## config.mk

```make
export PLATFORM = sky130hd
export DESIGN_NAME = operand_b_pipe_mux
export DESIGN_NICKNAME = d
export VERILOG_FILES = /design/src/rtl/operand_b_pipe_mux_pkg.sv /design/src/rtl/operand_b_pipe_mux_imm_extender.sv /design/src/rtl/operand_b_pipe_mux.sv
export SDC_FILE = /design/constraint.sdc
export NUM_CORES = 1
export LEC_CHECK = 0
export CORE_MARGIN = 2
export CORE_UTILIZATION = 42
export CTS_BUF_LIST = sky130_fd_sc_hd__clkbuf_4 sky130_fd_sc_hd__clkbuf_8
export DETAILED_ROUTE_END_ITERATION = 10
export PLACE_DENSITY = 0.89
export SYNTH_ARGS = -nofsm -noshare
export SYNTH_HDL_FRONTEND = slang
export SYNTH_SLANG_ARGS = --single-unit
```

## constraint.sdc

```tcl
create_clock -name clk -period 2.1 [get_ports clk]
set_clock_uncertainty 0.15 [all_clocks]
set_input_delay 0.315 -clock clk [delete_from_list [all_inputs] [get_ports clk]]
set_output_delay 0.315 -clock clk [all_outputs]
set_load 0.01 [all_outputs]
```

## src/rtl/operand_b_pipe_mux_pkg.sv

```systemverilog
// Shared codes for operand-B selection: immediate extension modes,
// default datapath width and the source-index map used by the ID stage.
package operand_b_pipe_mux_pkg;

    localparam int DATA_W_DEFAULT  = 32;
    localparam int NUM_SRC_DEFAULT = 4;

    typedef enum logic [1:0] {
        EXT_SIGN = 2'b00,
        EXT_ZERO = 2'b01,
        EXT_LUI  = 2'b10,
        EXT_RSVD = 2'b11
    } ext_mode_e;

    // Full-width source indices on src_data; index NUM_SRC selects the immediate.
    localparam int SRC_RF    = 0;
    localparam int SRC_EXMEM = 1;
    localparam int SRC_MEMWB = 2;
    localparam int SRC_WBBYP = 3;

endpackage

```

## src/rtl/operand_b_pipe_mux_imm_extender.sv

```systemverilog
// Combinational 16-bit immediate extender: sign, zero or LUI placement.
// The reserved mode yields zero and raises rsvd so the caller can flag the beat.
module imm_extender
    import operand_b_pipe_mux_pkg::*;
#(
    parameter int DATA_W = DATA_W_DEFAULT
) (
    input  logic [15:0]       imm16,
    input  logic [1:0]        ext_mode,
    output logic [DATA_W-1:0] ext_value,
    output logic              rsvd
);

    // Signed views so that widening casts replicate the top bit.
    logic signed [15:0] imm_s;
    logic signed [31:0] lui_s;

    assign imm_s = imm16;
    assign lui_s = {imm16, 16'h0000};

    // Pick the extension for the current mode.
    always_comb begin
        ext_value = '0;
        rsvd      = 1'b0;
        case (ext_mode)
            EXT_SIGN: ext_value = DATA_W'(imm_s);
            EXT_ZERO: ext_value = DATA_W'(imm16);
            EXT_LUI:  ext_value = DATA_W'(lui_s);
            default:  rsvd      = 1'b1;
        endcase
    end

endmodule

```

## src/rtl/operand_b_pipe_mux.sv

```systemverilog
// Registered ALU operand-B selector for the ID/EX boundary.
// Main register M drives the outputs; skid register S absorbs one beat of
// EX backpressure so in_ready is purely registered toward ID.
module operand_b_pipe_mux
    import operand_b_pipe_mux_pkg::*;
#(
    parameter int DATA_W  = DATA_W_DEFAULT,
    parameter int NUM_SRC = NUM_SRC_DEFAULT,
    parameter int SEL_W   = $clog2(NUM_SRC + 1)
) (
    input  logic                      clk,
    input  logic                      rst,
    input  logic                      in_valid,
    output logic                      in_ready,
    input  logic [NUM_SRC*DATA_W-1:0] src_data,
    input  logic [SEL_W-1:0]          sel,
    input  logic [15:0]               imm16,
    input  logic [1:0]                ext_mode,
    input  logic                      flush,
    output logic                      out_valid,
    input  logic                      out_ready,
    output logic [DATA_W-1:0]         b_data,
    output logic                      sel_err
);

    localparam logic [SEL_W-1:0] SEL_IMM = SEL_W'(NUM_SRC);

    logic [DATA_W-1:0] ext_value;
    logic              ext_rsvd;

    logic [DATA_W-1:0] beat_data;
    logic              beat_err;

    logic              m_valid;
    logic [DATA_W-1:0] m_data;
    logic              m_err;
    logic              s_valid;
    logic [DATA_W-1:0] s_data;
    logic              s_err;
    logic              in_ready_q;

    logic              accept;
    logic              emit;
    logic              s_load;
    logic              s_hold;

    imm_extender #(.DATA_W(DATA_W)) u_imm_extender (
        .imm16     (imm16),
        .ext_mode  (ext_mode),
        .ext_value (ext_value),
        .rsvd      (ext_rsvd)
    );

    // Resolve the incoming beat: a source, the immediate, or an error beat of zero.
    always_comb begin
        beat_data = '0;
        beat_err  = 1'b1;
        for (int i = 0; i < NUM_SRC; i++) begin
            if (sel == SEL_W'(i)) begin
                beat_data = src_data[i*DATA_W +: DATA_W];
                beat_err  = 1'b0;
            end
        end
        if (sel == SEL_IMM) begin
            beat_data = ext_rsvd ? '0 : ext_value;
            beat_err  = ext_rsvd;
        end
    end

    assign accept = in_valid & in_ready_q;
    assign emit   = m_valid & out_ready;
    // A beat parks in S only when M is full and stuck; S stays full until M drains.
    assign s_load = accept & m_valid & ~emit;
    assign s_hold = s_valid & ~emit;

    // Skid buffer state: reset beats flush, flush beats accept.
    always_ff @(posedge clk) begin
        if (rst) begin
            m_valid    <= 1'b0;
            m_data     <= '0;
            m_err      <= 1'b0;
            s_valid    <= 1'b0;
            s_data     <= '0;
            s_err      <= 1'b0;
            in_ready_q <= 1'b0;
        end else if (flush) begin
            m_valid    <= 1'b0;
            s_valid    <= 1'b0;
            in_ready_q <= 1'b1;
        end else begin
            if (accept) begin
                if (!m_valid || emit) begin
                    m_valid <= 1'b1;
                    m_data  <= beat_data;
                    m_err   <= beat_err;
                end else begin
                    s_valid <= 1'b1;
                    s_data  <= beat_data;
                    s_err   <= beat_err;
                end
            end else if (emit) begin
                if (s_valid) begin
                    m_data  <= s_data;
                    m_err   <= s_err;
                    s_valid <= 1'b0;
                end else begin
                    m_valid <= 1'b0;
                end
            end
            in_ready_q <= ~(s_load | s_hold);
        end
    end

    assign in_ready  = in_ready_q;
    assign out_valid = m_valid;
    assign b_data    = m_data;
    assign sel_err   = m_err;

endmodule

```

* Yosys cells after proc, flatten, opt, wreduce, memory -nomap -nowiden
Cells that the tools add are included.
** Storage, ports and cells
- Bits in registers :: 69
- Input port bits :: 154
- Output and inout bits :: 35
- Word-level logic and storage cells :: 67
** Operators by class
- Equal/unequal tests :: 9
- Multiplexer cells :: 29
- Bitwise operators :: 10
- Reduce and logical (&&, ||, !) cells :: 12
** Operators by type and width (number)
- $mux W32 :: 10
- $pmux W32 S3 :: 1
- $mux W1 :: 18
- $eq A3 B2 Y1 const B :: 2
- $reduce_and A3 Y1 :: 2
- $and A1 B1 Y1 :: 5
- $ne A2 B1 Y1 const B :: 2
- $not A1 Y1 :: 4
- $reduce_and A4 Y1 :: 1
- $reduce_bool A2 Y1 :: 2
- $eq A3 B1 Y1 const B :: 1
- $eq A3 B3 Y1 const B :: 1
- $logic_not A3 Y1 :: 1
- $reduce_or A3 Y1 :: 1
- $eq A2 B1 Y1 const B :: 1
- $eq A2 B2 Y1 const B :: 1
- $logic_not A2 Y1 :: 1
- $ne A2 B2 Y1 const B :: 1
- $reduce_and A2 Y1 :: 1
- $reduce_or A2 Y1 :: 1
- $logic_not A1 Y1 :: 1
- $logic_or A1 B1 Y1 :: 1
- $or A1 B1 Y1 :: 1

* Longest topological paths before layout
- Depth after elaboration :: 8
- Gate-level depth with buffers :: 8

* Cells and area by module
Synthesis repeated with hierarchy kept, for this count alone.
** Second synthesis, totals
- Cell total of the unflattened synthesis :: 510
- Area, all modules :: 4800.9 um2
** By module, submodules not included
- operand_b_pipe_mux :: instances 1, cells each 454, area an instance 4435.5 um2, seq. area each 1381.3 um2
- imm_extender :: instances 1, cells each 56, area an instance 365.4 um2, seq. area each 0.0 um2

* Least setup slack after synthesis
No wires, ideal clock.
- Path type :: input-to-reg
- Start point :: in sel[0]
- End point :: reg m_data[7], in the netlist b_data[7]
- Data arrival time :: 1.642 ns
- Required time :: 1.818 ns
- Path slack :: 0.176 ns
- Stages :: 6
- Path through :: buf_2 -> buf_2 -> mux4_2 -> a22o_1 -> o21ai_0 -> a21oi_1
** On the way
- Longest elaborated chain between the ends :: 8
- Elaborated cells on any way between the ends :: 12
- Classes of those cells :: eq/ne (4); mux (7); reduce/logical (1)
** Ends and longest elaborated chain
- start, declared :: RTL line operand_b_pipe_mux.sv:16 : input logic [SEL_W-1:0] sel,
- $logic_not A3 Y1 :: RTL line operand_b_pipe_mux.sv:59 : if (sel == SEL_W'(i)) begin
- $mux W32 (4 in a row) :: RTL line operand_b_pipe_mux.sv:59
- $mux W32 * :: RTL line operand_b_pipe_mux.sv:64 : if (sel == SEL_IMM) begin
- $mux W32 * :: RTL line operand_b_pipe_mux.sv:92 : if (!m_valid || emit) begin
- $mux W32 * :: RTL line operand_b_pipe_mux.sv:91 : if (accept) begin
- end signal, assigned :: RTL line operand_b_pipe_mux.sv:94 : m_data <= beat_data;
- end signal, assigned :: RTL line operand_b_pipe_mux.sv:103 : m_data <= s_data;
- end, declared :: RTL line operand_b_pipe_mux.sv:35 : logic [DATA_W-1:0] m_data;
Mark *: on every way between the ends. The rest lies on a longest branch, timed or not. The select of a mux whose other input is x is not followed.
A chain may end at the register's enable or synchronous reset.

* Worst setup path after layout
- Start point :: in sel[2]
- End point :: reg m_data[25], in the netlist b_data[25]
The elaborated chain is that of the path after synthesis.

==> metrics.txt <==
sequential area share after synthesis=32.7%; P per Cell Area=534 nW/um^2; Clock Latency Late Sink=360 ps; CP max stage cell=clkdlybuf4s50_1; area delta synth->final=57.5%; die area=10900 um^2; Clock Tree Buf Depth=2; max-cap violations=0; Reg clk slew, reported paths=80 ps; min Tclk post-route=2020 ps; vias in the first global route=4805; Post-Syn Instances=512; register area=1380 um^2; worst path bufs/invs=3; Final Hold Vio Count=0; die span in y=104 um; GR Util met1=35.8%; initial antenna violation count=0; hpwl dp=11500 um; Pre-antenna DRT Iters=8; share of cells above drive strength 1=14.0%; Clock Sink Count=69; number of buffers created by CTS=9; worst r2r src=out_valid; r2r worst-path depth=5; # Post-CTS Setup Buffers=0; Hold WC Path Type=primary input to register; M2 GR Usage=48.5%; post-route cell area=6650 um^2; I/O Pins=189; cts repair resizes=0; peak supply drop=0.000313 V; Starting Density=43.2%; Overflow after GRT=0; Mean Syn Cell Area=8.25 um^2; fin cells=825; Rel. slew slack=63.7%; total power=3.55 mW; most frequent cells in the layout=185 x clkdlybuf4s50_1, 131 x nor2_1, 69 x dfxtp_1; number of diodes=0; Yosys reg bits=69; GPL Wtd Cong=0.875; worst min-delay path startpoint=rst; GRT Total Usage=28.3%; Final Setup Violations=0; CP delay by family, top=compound AO/OA/AOI/OAI gates; GRT busiest layer=met2; CP peak stage delay=500 ps; Post-route DRC=0; via count=4837; Placed Instances=809; Initial DRC Count=492; Crit Path Category=primary input to register; CTS root buf=clkbuf_8; status=completed; FFs w/ async S/R, synth=0%; Final period util=96.1%; Final ANT Viol Nets=0; CP startpoint kind=primary input; WHS Path Cells=3; Rows=36; worst-margin pin slew=540 ps; htree depth=3; final slew viol count=0; largest net degree at the start of global routing=70; LEAKAGE=2.47 nW; commonest non-fill, non-tap cell in the layout=clkdlybuf4s50_1; hold path endpoint=b_data[8]; global-route track usage on met3=5.20%; top_reg_cell synth=dfxtp_1; die width=104 um; CTS tree=yes; crit-path cells=clkdlybuf4s50_1, buf_4, inv_2, and3_2, a221o_1, a221oi_1, nor3_1; yosys warns=0; hold_buf cts=0; Multi-input gate area=2630 um^2; Placement Cell Area=6390 um^2; Distinct cells, synth=36; DR WL/cell=18.7 um; EDFF count, synth=0; RSZ-0062 raised after global routing=false; R2R Setup Slk=280 ps; # fillers=742; I/O Buffers=188; Post-Syn Nets=666; hold_ws=285 ps; first-pass GRT wire length=24600 um; Syn Std Cell Area=4220 um^2; CP Data Required Time=2190 ps; Arrival @ worst endpoint=2110 ps; Layout Nets=841; fmax=495 MHz; WL final=15400 um; routed vias/inst=5.86; r2r endpoint=b_data[25]; Core Box Area=9770 um^2; CP Max Fanout=14; Worst Setup End Kind=register
cells in the mapped netlist (2+ instances only):
| master | number | area [um^2] |
|---|---|---|
| mux4_2 | 17 | 383 |
| dfxtp_1 | 69 | 1380 |
| a211oi_1 | 8 | 60.1 |
| mux2i_1 | 15 | 150 |
| a22o_1 | 16 | 140 |
| buf_4 | 2 | 15.0 |
| o21ai_1 | 5 | 25.0 |
| nor2_1 | 131 | 492 |
| a211oi_2 | 9 | 113 |
| nand2_1 | 25 | 93.8 |
| nor3_1 | 38 | 190 |
| nand3b_1 | 14 | 105 |
| clkbuf_1 | 29 | 109 |
| and3_1 | 2 | 12.5 |
| a21oi_1 | 25 | 125 |
| buf_2 | 13 | 65.1 |
| a221o_1 | 14 | 140 |
| a221oi_2 | 11 | 165 |
| a22oi_1 | 15 | 113 |
| buf_6 | 3 | 33.8 |
| buf_1 | 5 | 18.8 |
| a221oi_1 | 3 | 26.3 |
| o21ai_0 | 28 | 140 |
| nand2b_1 | 3 | 18.8 |
registers in the layout (all words and copies together), names as in the netlist:
name       count
in_ready       1
out_valid      1
b_data        32
s_data        32
sel_err        1
s_valid        1
s_err          1
worst register-to-register path: stages, from the launching register on:
cell and delay, ps:
dfxtp_1 490, nand2_1 130, a211o_2 370, buf_12 200, a221oi_1 270, nor3_1 90
per-layer routing:
layer  share of wire [%]  vias to the layer above
met2                  49                      325
met5                   0                        -
met3                 9.8                       37
met1                  39                     2256
met4                 2.8                        0
li1                    -                     2219
logic make-up (layout without fill, tap and decap cells):
logic type	Yosys count	after routing	share of synthesized area, %
AOI/OAI and AO/OA	136	136	25.2
DFF	69	69	32.7
muxes	33	33	12.9
and+or+nand+nor	221	221	23.3
buffers and inverters	53	233	5.81
power breakdown:
group	internal, mW	leakage [nW]	switching, mW
logic	0.504	1.79	0.361
registers	1.33	0.558	0.0163
clock network	0.802	0.120	0.535
through the flow:
step	TNS [ps]	setup slack (ps)	util [%]
3_3_place_gp	-8420	-251	65.4
6_report	0	81.4	68.1
4_1_cts	0	20.3	67.8
3_5_place_dp	-11910	-335	65.4
2_1_floorplan	0	176	-
5_1_grt	0	9.49	68.1
worst max path at each step:
stage / slack, ps / end / start / cells past startpoint
final: 80 / b_data[25] / sel[2] / 7
after detailed placement: -340 / b_data[25] / sel[2] / 7
after global placement: -250 / b_data[26] / sel[2] / 7
after CTS: 20 / b_data[29] / sel[2] / 7
after global routing: 9 / b_data[26] / sel[2] / 7
after floorplan: 180 / b_data[7] / sel[0] / 6
area by class of cell:
type,count,area share (%)
timing repair buffer,216,33.5
clock buffer,10,1.97
multi-input combinational,390,39.6
inverter,1,0.0564
sequential,69,20.8
tap,133,2.50
clock inverter,6,1.67
(Power assumes the default switching activity.)
